**src/rtl/router_pkg.sv**
```systemverilog
// Shared definitions for the router's packet-aware output FIFO.
// Latency: n/a (package: sizing helpers, entry layout, tracker states, reset constants).
// Backpressure: n/a.
package router_pkg;

  // Address width for a given FIFO depth. Pointers carry one extra wrap bit on top of this.
  function automatic int addr_w(input int depth);
    return (depth > 1) ? $clog2(depth) : 1;
  endfunction

  // Width of the payload-length field carried in a header byte.
  function automatic int len_w(input int lsb, input int msb);
    return msb - lsb + 1;
  endfunction

  // Each stored entry is {sop_flag, data}; the flag sits just above the data byte.
  function automatic int sop_pos(input int width);
    return width;
  endfunction

  // Values that reset/flush drive onto the single-bit registered outputs.
  localparam logic RST_BIT = 1'b0;

  // Read-side packet tracker state, derived from the remaining-byte counter.
  typedef enum logic {
    TRK_IDLE = 1'b0,  // no packet open, next byte must be a header
    TRK_OPEN = 1'b1   // inside a packet, bytes still owed before its end
  } trk_state_e;

endpackage

```
**src/rtl/router_pkt_len_tracker.sv**
```systemverilog
// Read-side packet boundary tracker: counts down header length + trailer, flags eop and framing errors.
// Latency: 1 cycle; outputs register alongside the FIFO's data_out so they line up with data_valid.
// Backpressure: none; advances only on accepted reads (rd_fire), holds otherwise.
//
// Ports:
//   clock, reset     clock and synchronous active-high full clear
//   flush            synchronous active-high flush; returns to IDLE without an error pulse
//   rd_fire          a FIFO read was accepted this cycle
//   rd_sop, rd_len   SOP flag and header length field of the entry being read
//   eop_out          byte delivered this cycle is the last of its packet
//   err_trunc        header arrived while the previous packet was still owed bytes
//   err_orphan       non-header byte arrived with no packet open
module router_pkt_len_tracker
  import router_pkg::*;
#(
  parameter int LEN_W   = 6,
  parameter int TRAILER = 1
) (
  input  logic             clock,
  input  logic             reset,
  input  logic             flush,
  input  logic             rd_fire,
  input  logic             rd_sop,
  input  logic [LEN_W-1:0] rd_len,
  output logic             eop_out,
  output logic             err_trunc,
  output logic             err_orphan
);

  logic [LEN_W:0] remain;
  logic [LEN_W:0] remain_nxt;
  logic [LEN_W:0] load_val;
  logic           eop_nxt;
  logic           trunc_nxt;
  logic           orphan_nxt;
  trk_state_e     state;

  // One extra bit on remain so len + trailer never overflows.
  assign load_val = {1'b0, rd_len} + (LEN_W+1)'(TRAILER);
  assign state    = (remain == '0) ? TRK_IDLE : TRK_OPEN;

  always_ff @(posedge clock) begin
    if (reset || flush) begin
      remain     <= '0;
      eop_out    <= RST_BIT;
      err_trunc  <= RST_BIT;
      err_orphan <= RST_BIT;
    end else begin
      remain     <= remain_nxt;
      eop_out    <= eop_nxt;
      err_trunc  <= trunc_nxt;
      err_orphan <= orphan_nxt;
    end
  end

  always_comb begin
    remain_nxt = remain;
    eop_nxt    = 1'b0;
    trunc_nxt  = 1'b0;
    orphan_nxt = 1'b0;
    if (rd_fire) begin
      unique case (state)
        TRK_IDLE: begin
          if (rd_sop) begin
            remain_nxt = load_val;
            // A zero-length packet with no trailer ends on its own header.
            eop_nxt    = (load_val == '0);
          end else begin
            orphan_nxt = 1'b1;
          end
        end
        TRK_OPEN: begin
          if (rd_sop) begin
            // New header cuts the open packet short; restart framing from it.
            trunc_nxt  = 1'b1;
            remain_nxt = load_val;
            eop_nxt    = (load_val == '0);
          end else begin
            remain_nxt = remain - (LEN_W+1)'(1);
            eop_nxt    = (remain == (LEN_W+1)'(1));
          end
        end
        default: remain_nxt = remain;
      endcase
    end
  end

endmodule

```
**src/rtl/router_pkt_fifo.sv**
```systemverilog
// Packet-aware per-port output FIFO: stores {sop, byte} entries, reports occupancy/watermarks, frames packets on read.
// Latency: 1 cycle from accepted read to data_out/data_valid; no fall-through on an empty FIFO.
// Backpressure: writes refused while full, reads refused while empty; both judged on pre-edge state.
//
// Ports:
//   clock, reset, soft_reset    clock, synchronous full clear, synchronous flush (same effect on state)
//   write_enb, sop_in, data_in  write side; sop_in tags the byte as a packet header
//   read_enb                    read request
//   data_out, data_valid        registered read byte and its 1-cycle valid
//   sop_out, eop_out            header / last-byte tags for data_out
//   full, empty, almost_full, almost_empty, count   occupancy status
//   err_trunc, err_orphan       1-cycle framing error pulses aligned with data_valid
module router_pkt_fifo
  import router_pkg::*;
#(
  parameter int WIDTH     = 8,
  parameter int DEPTH     = 16,
  parameter int AF_MARGIN = 2,
  parameter int AE_MARGIN = 2,
  parameter int LEN_LSB   = 2,
  parameter int LEN_MSB   = 7,
  parameter int TRAILER   = 1
) (
  input  logic                    clock,
  input  logic                    reset,
  input  logic                    soft_reset,
  input  logic                    write_enb,
  input  logic                    sop_in,
  input  logic [WIDTH-1:0]        data_in,
  input  logic                    read_enb,
  output logic [WIDTH-1:0]        data_out,
  output logic                    data_valid,
  output logic                    sop_out,
  output logic                    eop_out,
  output logic                    full,
  output logic                    empty,
  output logic                    almost_full,
  output logic                    almost_empty,
  output logic [addr_w(DEPTH):0]  count,
  output logic                    err_trunc,
  output logic                    err_orphan
);

  localparam int AW      = addr_w(DEPTH);
  localparam int LEN_W   = len_w(LEN_LSB, LEN_MSB);
  localparam int SOP_BIT = sop_pos(WIDTH);

  localparam logic [AW:0] DEPTH_C = (AW+1)'(DEPTH);
  localparam logic [AW:0] AF_C    = (AW+1)'(AF_MARGIN);
  localparam logic [AW:0] AE_C    = (AW+1)'(AE_MARGIN);

  if ((DEPTH < 4) || ((DEPTH & (DEPTH - 1)) != 0)) begin : g_bad_depth
    $error("router_pkt_fifo: DEPTH must be a power of two and at least 4");
  end
  if ((LEN_MSB >= WIDTH) || (LEN_LSB > LEN_MSB)) begin : g_bad_len
    $error("router_pkt_fifo: length field must lie inside the data byte");
  end

  logic [WIDTH:0]   mem [DEPTH];
  logic [AW:0]      wr_ptr;
  logic [AW:0]      rd_ptr;
  logic [WIDTH:0]   rd_entry;
  logic [AW:0]      free_cnt;
  logic             flush_any;
  logic             wr_fire;
  logic             rd_fire;

  assign flush_any = reset || soft_reset;

  // Wrap bit distinguishes full from empty when the address bits match.
  assign empty = (wr_ptr == rd_ptr);
  assign full  = (wr_ptr[AW] != rd_ptr[AW]) && (wr_ptr[AW-1:0] == rd_ptr[AW-1:0]);

  // Accepts are gated by the clears so nothing lands in storage during a flush.
  assign wr_fire = write_enb && !full  && !flush_any;
  assign rd_fire = read_enb  && !empty && !flush_any;

  assign rd_entry = mem[rd_ptr[AW-1:0]];

  assign free_cnt     = DEPTH_C - count;
  assign almost_full  = (free_cnt <= AF_C);
  assign almost_empty = (count <= AE_C);

  // Storage is deliberately not cleared; pointers alone define what is valid.
  always_ff @(posedge clock) begin
    if (wr_fire) begin
      mem[wr_ptr[AW-1:0]] <= {sop_in, data_in};
    end
  end

  always_ff @(posedge clock) begin
    if (flush_any) begin
      wr_ptr     <= '0;
      rd_ptr     <= '0;
      count      <= '0;
      data_out   <= '0;
      data_valid <= RST_BIT;
      sop_out    <= RST_BIT;
    end else begin
      data_valid <= rd_fire;
      if (wr_fire) begin
        wr_ptr <= wr_ptr + (AW+1)'(1);
      end
      if (rd_fire) begin
        rd_ptr   <= rd_ptr + (AW+1)'(1);
        // data_out and sop_out hold the last byte read while data_valid is low.
        data_out <= rd_entry[WIDTH-1:0];
        sop_out  <= rd_entry[SOP_BIT];
      end
      unique case ({wr_fire, rd_fire})
        2'b10:   count <= count + (AW+1)'(1);
        2'b01:   count <= count - (AW+1)'(1);
        default: count <= count;
      endcase
    end
  end

  router_pkt_len_tracker #(
    .LEN_W   (LEN_W),
    .TRAILER (TRAILER)
  ) u_len_tracker (
    .clock      (clock),
    .reset      (reset),
    .flush      (soft_reset),
    .rd_fire    (rd_fire),
    .rd_sop     (rd_entry[SOP_BIT]),
    .rd_len     (rd_entry[LEN_MSB:LEN_LSB]),
    .eop_out    (eop_out),
    .err_trunc  (err_trunc),
    .err_orphan (err_orphan)
  );

endmodule

```
**config.mk**
```make
export PLATFORM = sky130hd
export DESIGN_NAME = router_pkt_fifo
export DESIGN_NICKNAME = d
export VERILOG_FILES = /design/src/rtl/router_pkg.sv /design/src/rtl/router_pkt_len_tracker.sv /design/src/rtl/router_pkt_fifo.sv
export SDC_FILE = /design/constraint.sdc
export NUM_CORES = 1
export LEC_CHECK = 0
export ABC_AREA = 1
export CORE_MARGIN = 5
export CORE_UTILIZATION = 45
export DETAILED_ROUTE_END_ITERATION = 6
export SLEW_MARGIN = 10
export SYNTH_ARGS = -nofsm -noshare
export SYNTH_HDL_FRONTEND = slang
export SYNTH_HIERARCHICAL = 1
export SYNTH_SLANG_ARGS = --single-unit
```
**constraint.sdc**
```tcl
create_clock -name clock -period 2.7 [get_ports clock]
set_clock_uncertainty 0.15 [all_clocks]
set_input_delay 0.54 -clock clock [delete_from_list [all_inputs] [get_ports clock]]
set_output_delay 0.54 -clock clock [all_outputs]
set_load 0.05 [all_outputs]
```
== After elaboration in Yosys (flattened, before gate mapping) ==
Memories as Yosys holds them, arrays and structs flattened. A register that Yosys moved wholly into a read port is not among the register bits.
Cells that the tools add are included.

* Reduce and logical (&&, ||, !) cells: 16
* Add/subtract/negate cells: 7
* Bitwise gates (word level): 2
* Multiplexer cells: 14
* Equality and inequality tests: 7
* Order comparisons: 2

{| class="wikitable"
|+ Operators with widths
! cell !! count
|-
| $add 5x1->5 const B || 3
|-
| $logic_not 7->1 || 2
|-
| $mux 7 || 2
|-
| $pmux 7 s2 || 1
|-
| $le 5x2->1 const B || 2
|-
| $pmux 5 s2 || 1
|-
| $mux 4 || 2
|-
| $add 6x1->7 const B || 1
|-
| $eq 7x1->1 const B || 1
|-
| $mux 1 || 7
|-
| $sub 7x1->7 const B || 1
|-
| $reduce_or 3->1 || 2
|-
| $eq 5x5->1 || 1
|-
| $logic_and 1x1->1 || 5
|-
| $sub 5x1->5 const B || 1
|-
| $sub 5x5->5 const A || 1
|-
| $eq 4x4->1 || 1
|-
| $logic_not 1->1 || 3
|-
| $eq 2x1->1 const B || 1
|-
| $eq 2x2->1 const B || 1
|-
| $ne 2x2->1 const B || 1
|-
| $not 1->1 || 2
|-
| $pmux 1 s2 || 1
|-
| $reduce_and 2->1 || 1
|-
| other kinds (4) || 4
|}

* Output and inout bits: 22
* Input port bits: 14
* Memories kept: 1
* Register bits: 35
* Bits in writable memories: 144

{| class="wikitable"
|+ Memory list
! memory !! depth !! bits a word !! rd ports !! clocked after memory_dff !! wr ports !! RTL line !! RTL
|-
| mem || 16 || 9 || 1 || 1 || 1 || router_pkt_fifo.sv:59 || <nowiki>logic [WIDTH:0] mem [DEPTH];</nowiki>
|}

== Depth between registers and ports, before layout ==
* Depth in word-level cells: 7
* Mapped depth: 20
* Depth with buffers taken out: 18

== Cells and area by module ==
The synthesis kept the hierarchy.

{| class="wikitable"
|+ By module, submodules not included
! module !! cells an instance !! instances !! area an instance (um^2)
|-
| router_pkt_fifo || 567 || 1 || 7170.6
|-
| router_pkt_len_tracker || 113 || 1 || 755.7
|}

== Worst setup path before layout ==
Ideal clock, no wire load.

* Path type: register -> output
* From: register count[1]
* To: output almost_full
* Path slack: -1.751 ns
* Stages on the path, launching flop included: 6
* Buffers on the path: 0
* Arrival time: 3.761 ns
* Cell sequence: dfxtp_1 -> inv_1 -> ha_1 -> inv_1 -> nor2_1 -> a2111oi_0

* Longest elaborated chain between the ends: 2

{| class="wikitable"
|+ RTL lines
! element !! RTL line !! RTL
|-
| start, declared || router_pkt_fifo.sv:39 || <nowiki>output logic [addr_w(DEPTH):0] count,</nowiki>
|-
| start signal, assigned || router_pkt_fifo.sv:111 || <nowiki>2'b10: count <= count + (AW+1)'(1);</nowiki>
|-
| start signal, assigned || router_pkt_fifo.sv:112 || <nowiki>2'b01: count <= count - (AW+1)'(1);</nowiki>
|-
| start signal, assigned || router_pkt_fifo.sv:113 || <nowiki>default: count <= count;</nowiki>
|-
| $sub 5x5->5 || router_pkt_fifo.sv:80 || <nowiki>assign free_cnt = DEPTH_C - count;</nowiki>
|-
| $le 5x2->1 || router_pkt_fifo.sv:81 || <nowiki>assign almost_full = (free_cnt <= AF_C);</nowiki>
|-
| end, declared || router_pkt_fifo.sv:37 || <nowiki>output logic almost_full,</nowiki>
|}

Every way passes these cells.

== Final worst setup path ==
Ends and elaborated chain as after synthesis.

==> flow_summary.json <==
{
  "status": "finished clean",
  "synth_edf_count": 144,
  "placementRows": 48,
  "cap_violations": 0,
  "power_w": 0.00583,
  "drc": 0,
  "synth_top_cell_area_share_pct": 54.6,
  "async_reset_ff_share_pct": 0,
  "hp-start": "rd_ptr[4]",
  "vias": 5272,
  "cts.repair.resized": 1,
  "ios": 36,
  "synth.avg_cell_area_um2": 11.7,
  "design_area_um2": 9420,
  "tightest_slew_ps": 604,
  "cts-root-buf": "clkbuf_16",
  "place_congestion": 0.809,
  "synth_area_um2": 7930,
  "wirelength_um": 17100,
  "ys_top_cells_by_area": "edfxtp_1 55%, dfxtp_1 9.9%, nor2_1 4.3%",
  "viasPerCell": 5.40,
  "worstSkewPairLatency_ps": 430,
  "htree_num_levels": 4,
  "finalCritPeriodShare_pct": 95.4,
  "num-nets-final": 768,
  "p_switching_w": 0.00113,
  "post_cts_buffers": 0,
  "synth_top_cell_by_area": "edfxtp_1",
  "cpPeakStageDelay_ps": 380,
  "wire_per_inst_um": 17.5,
  "timing.fmax_mhz": 388,
  "crit_family": "flip-flops",
  "drive_above_1_share_pct": 14.2,
  "p_sw_share_pct": 19.4,
  "die-area_um2": 20400,
  "critPathRequiredTime_ps": 2010,
  "rsz0062_at_grt": "false",
  "core_um2": 17300,
  "setup-violations-final": 0,
  "drt-pass1-iter-count": 4,
  "antenna_found_initial": 0,
  "ys_types": 42,
  "cts_buffer_depth": 2,
  "clk_transition_reported_paths_ps": 60,
  "start_util_pct": 45.8,
  "diodes": 0,
  "io_buffers": 35,
  "grt_pass1_vias": 5304,
  "grt_max_degree": 43,
  "period_minus_slack_ps": 2580,
  "power.share.clock_pct": 44.4,
  "stdcell_count": 977,
  "area_growth_pct": 18.9,
  "ant_nets": 0,
  "synthFlopType": "edfxtp_1",
  "cts_buffers": 17,
  "finalHoldViolations": 0,
  "p_leak_nw": 3.30,
  "grt_overflow": 0,
  "p_int_w": 0.00470,
  "synth_seq_cells": 183,
  "place_inst": 945,
  "cp-startpoint": "count[1]",
  "irDropWorstVdd_mv": 0.467,
  "p_comb_share_pct": 3.3,
  "grt.total_usage_pct": 17.6,
  "worstPathCellList": "inv_1 > ha_1 > nand2_1 > xor2_1 > a2111oi_4 > buf_12",
  "fin_tns_setup_ps": 0,
  "dieHeight_um": 143,
  "end_kind": "output pin",
  "yosysSeqAreaShare_pct": 64.4,
  "cts.sinks": 183,
  "die_w_um": 143,
  "grt_pass1_wl_um": 27600,
  "seqPwrFrac_pct": 52.3,
  "synthCells": 680,
  "slew_violations": 0,
  "postCtsHoldBufs": 0,
  "hold_slack_ps": 321,
  "tritoncts": "done",
  "hp-class": "register to register",
  "syn-num-nets": 709,
  "crit_buf_inv": 2,
  "timing_worst_setup_path_type": "register to output pin",
  "drtIter0Drc": 372,
  "place_area_um2": 8780,
  "ys_warn_count": 6,
  "dpl.hpwl_um": 11500,
  "critPathLaunchType": "register",
  "relSlewSlack_pct": 59.6,
  "arrival_ps": 1890,
  "path_max_fanout": 8,
  "cp_slowest_cell": "dfxtp_4",
  "p_per_area_nw_per_um2": 619
}
placed cells by master (no fill, tap or decap), drive strengths merged:
master	instances
nand4	5
o211a	1
dlygate4sd2	1
a21boi	1
nand3	34
xor2	5
nand2	85
nand3b	3
inv	45
o31ai	1
o211ai	7
buf	38
nor2	98
o221ai	27
o32ai	9
mux2i	27
edfxtp	144
a211oi	1
clkbuf	24
a21oi	23
a31o	1
o21ai	60
bufinv	2
ha	15
dfxtp	39
a2111oi	1
o21ba	1
clkinv	6
xnor2	6
nor3	4
a31oi	7
clkdlybuf4s50	31
Yosys cell counts, drive strengths merged, types with 3 or more instances:
cell and instances:
inv 43, o211ai 7, nor3 4, xnor2 6
dfxtp 39, nor2 98, o32ai 9, mux2i 27
nand3 34, a21oi 23, nand3b 3, o21ai 60
nand2 85, buf 14, o221ai 27, edfxtp 144
a31oi 7, xor2 5, ha 15, nand4 5
clkbuf 16
flip-flops by register name, summed over array words and instances (netlist names), named ones only:
register                  flops
data_valid                    1
sop_out                       1
mem                         144
count                         5
u_len_tracker/eop_out         1
u_len_tracker/err_orphan      1
wr_ptr                        5
u_len_tracker/err_trunc       1
u_len_tracker/remain          7
data_out                      8
rd_ptr                        5
cell type report:
class	instances	area, um2
repair buffers	70	692
multi-input cells	422	2530
well taps	225	282
flip-flops and latches	183	5110
clock inverters	8	103
inverters	45	171
clock buffers	24	537
fillers	1468	7870
power by group through the flow:
stage / logic, W / registers (W) / clock network [W]
CTS: 0.000195 / 0.00305 / 0.00264
global route: 0.000212 / 0.00305 / 0.00276
detailed placement: 0.000195 / 0.00311 / 0
finish: 0.000194 / 0.00305 / 0.00259
floorplan: 0.0000919 / 0.00312 / 0
global placement: 0.000192 / 0.00311 / 0
worst reg2reg max path: stages, from the launching register on:
cell      delay (ps)
dfxtp_2          400
buf_12           240
o21ai_0          180
o221ai_1         230
nand3_1          200
nand2_1          190
ha_1             260
nand3_1          100
nand2_1           70
nand2_1           50
inv_1             60
nand4_1          130
a21oi_1          180
stage by stage:
step,utilization [%],worst slack [ps]
floorplan,-,128
global route,54.5,19.5
detailed placement,50.8,-119
global placement,50.8,-45.1
finish,54.5,125
CTS,54.5,54.9
kinds of logic after synthesis:
| family | Yosys count | share of synthesized area [%] |
|---|---|---|
| AOI/OAI and AO/OA | 140 | 11.4 |
| xor gates and xnor gates | 11 | 1.22 |
| adders and majority gates | 15 | 2.37 |
| buffers and inverters | 75 | 3.98 |
| DFF | 183 | 64.4 |
| muxes | 27 | 3.41 |
| and+or+nand+nor | 229 | 13.2 |
worst paths after layout:
kind / to / cells past startpoint / slack [ps]
setup / recovery: almost_full / 6 / 120
setup reg to reg: u_len_tracker/eop_out / 12 / 200
hold reg to reg: rd_ptr[4] / 1 / 320
hold / removal: rd_ptr[4] / 1 / 320
layer usage:
layer / global-route usage [%] / part of all wire [%]
met2: 30.4 / 51
met5: 0 / 0
met3: 3.18 / 2.7
met4: 6.00 / 1.8
met1: 22.3 / 45
Power figures use the tool's default switching activity.
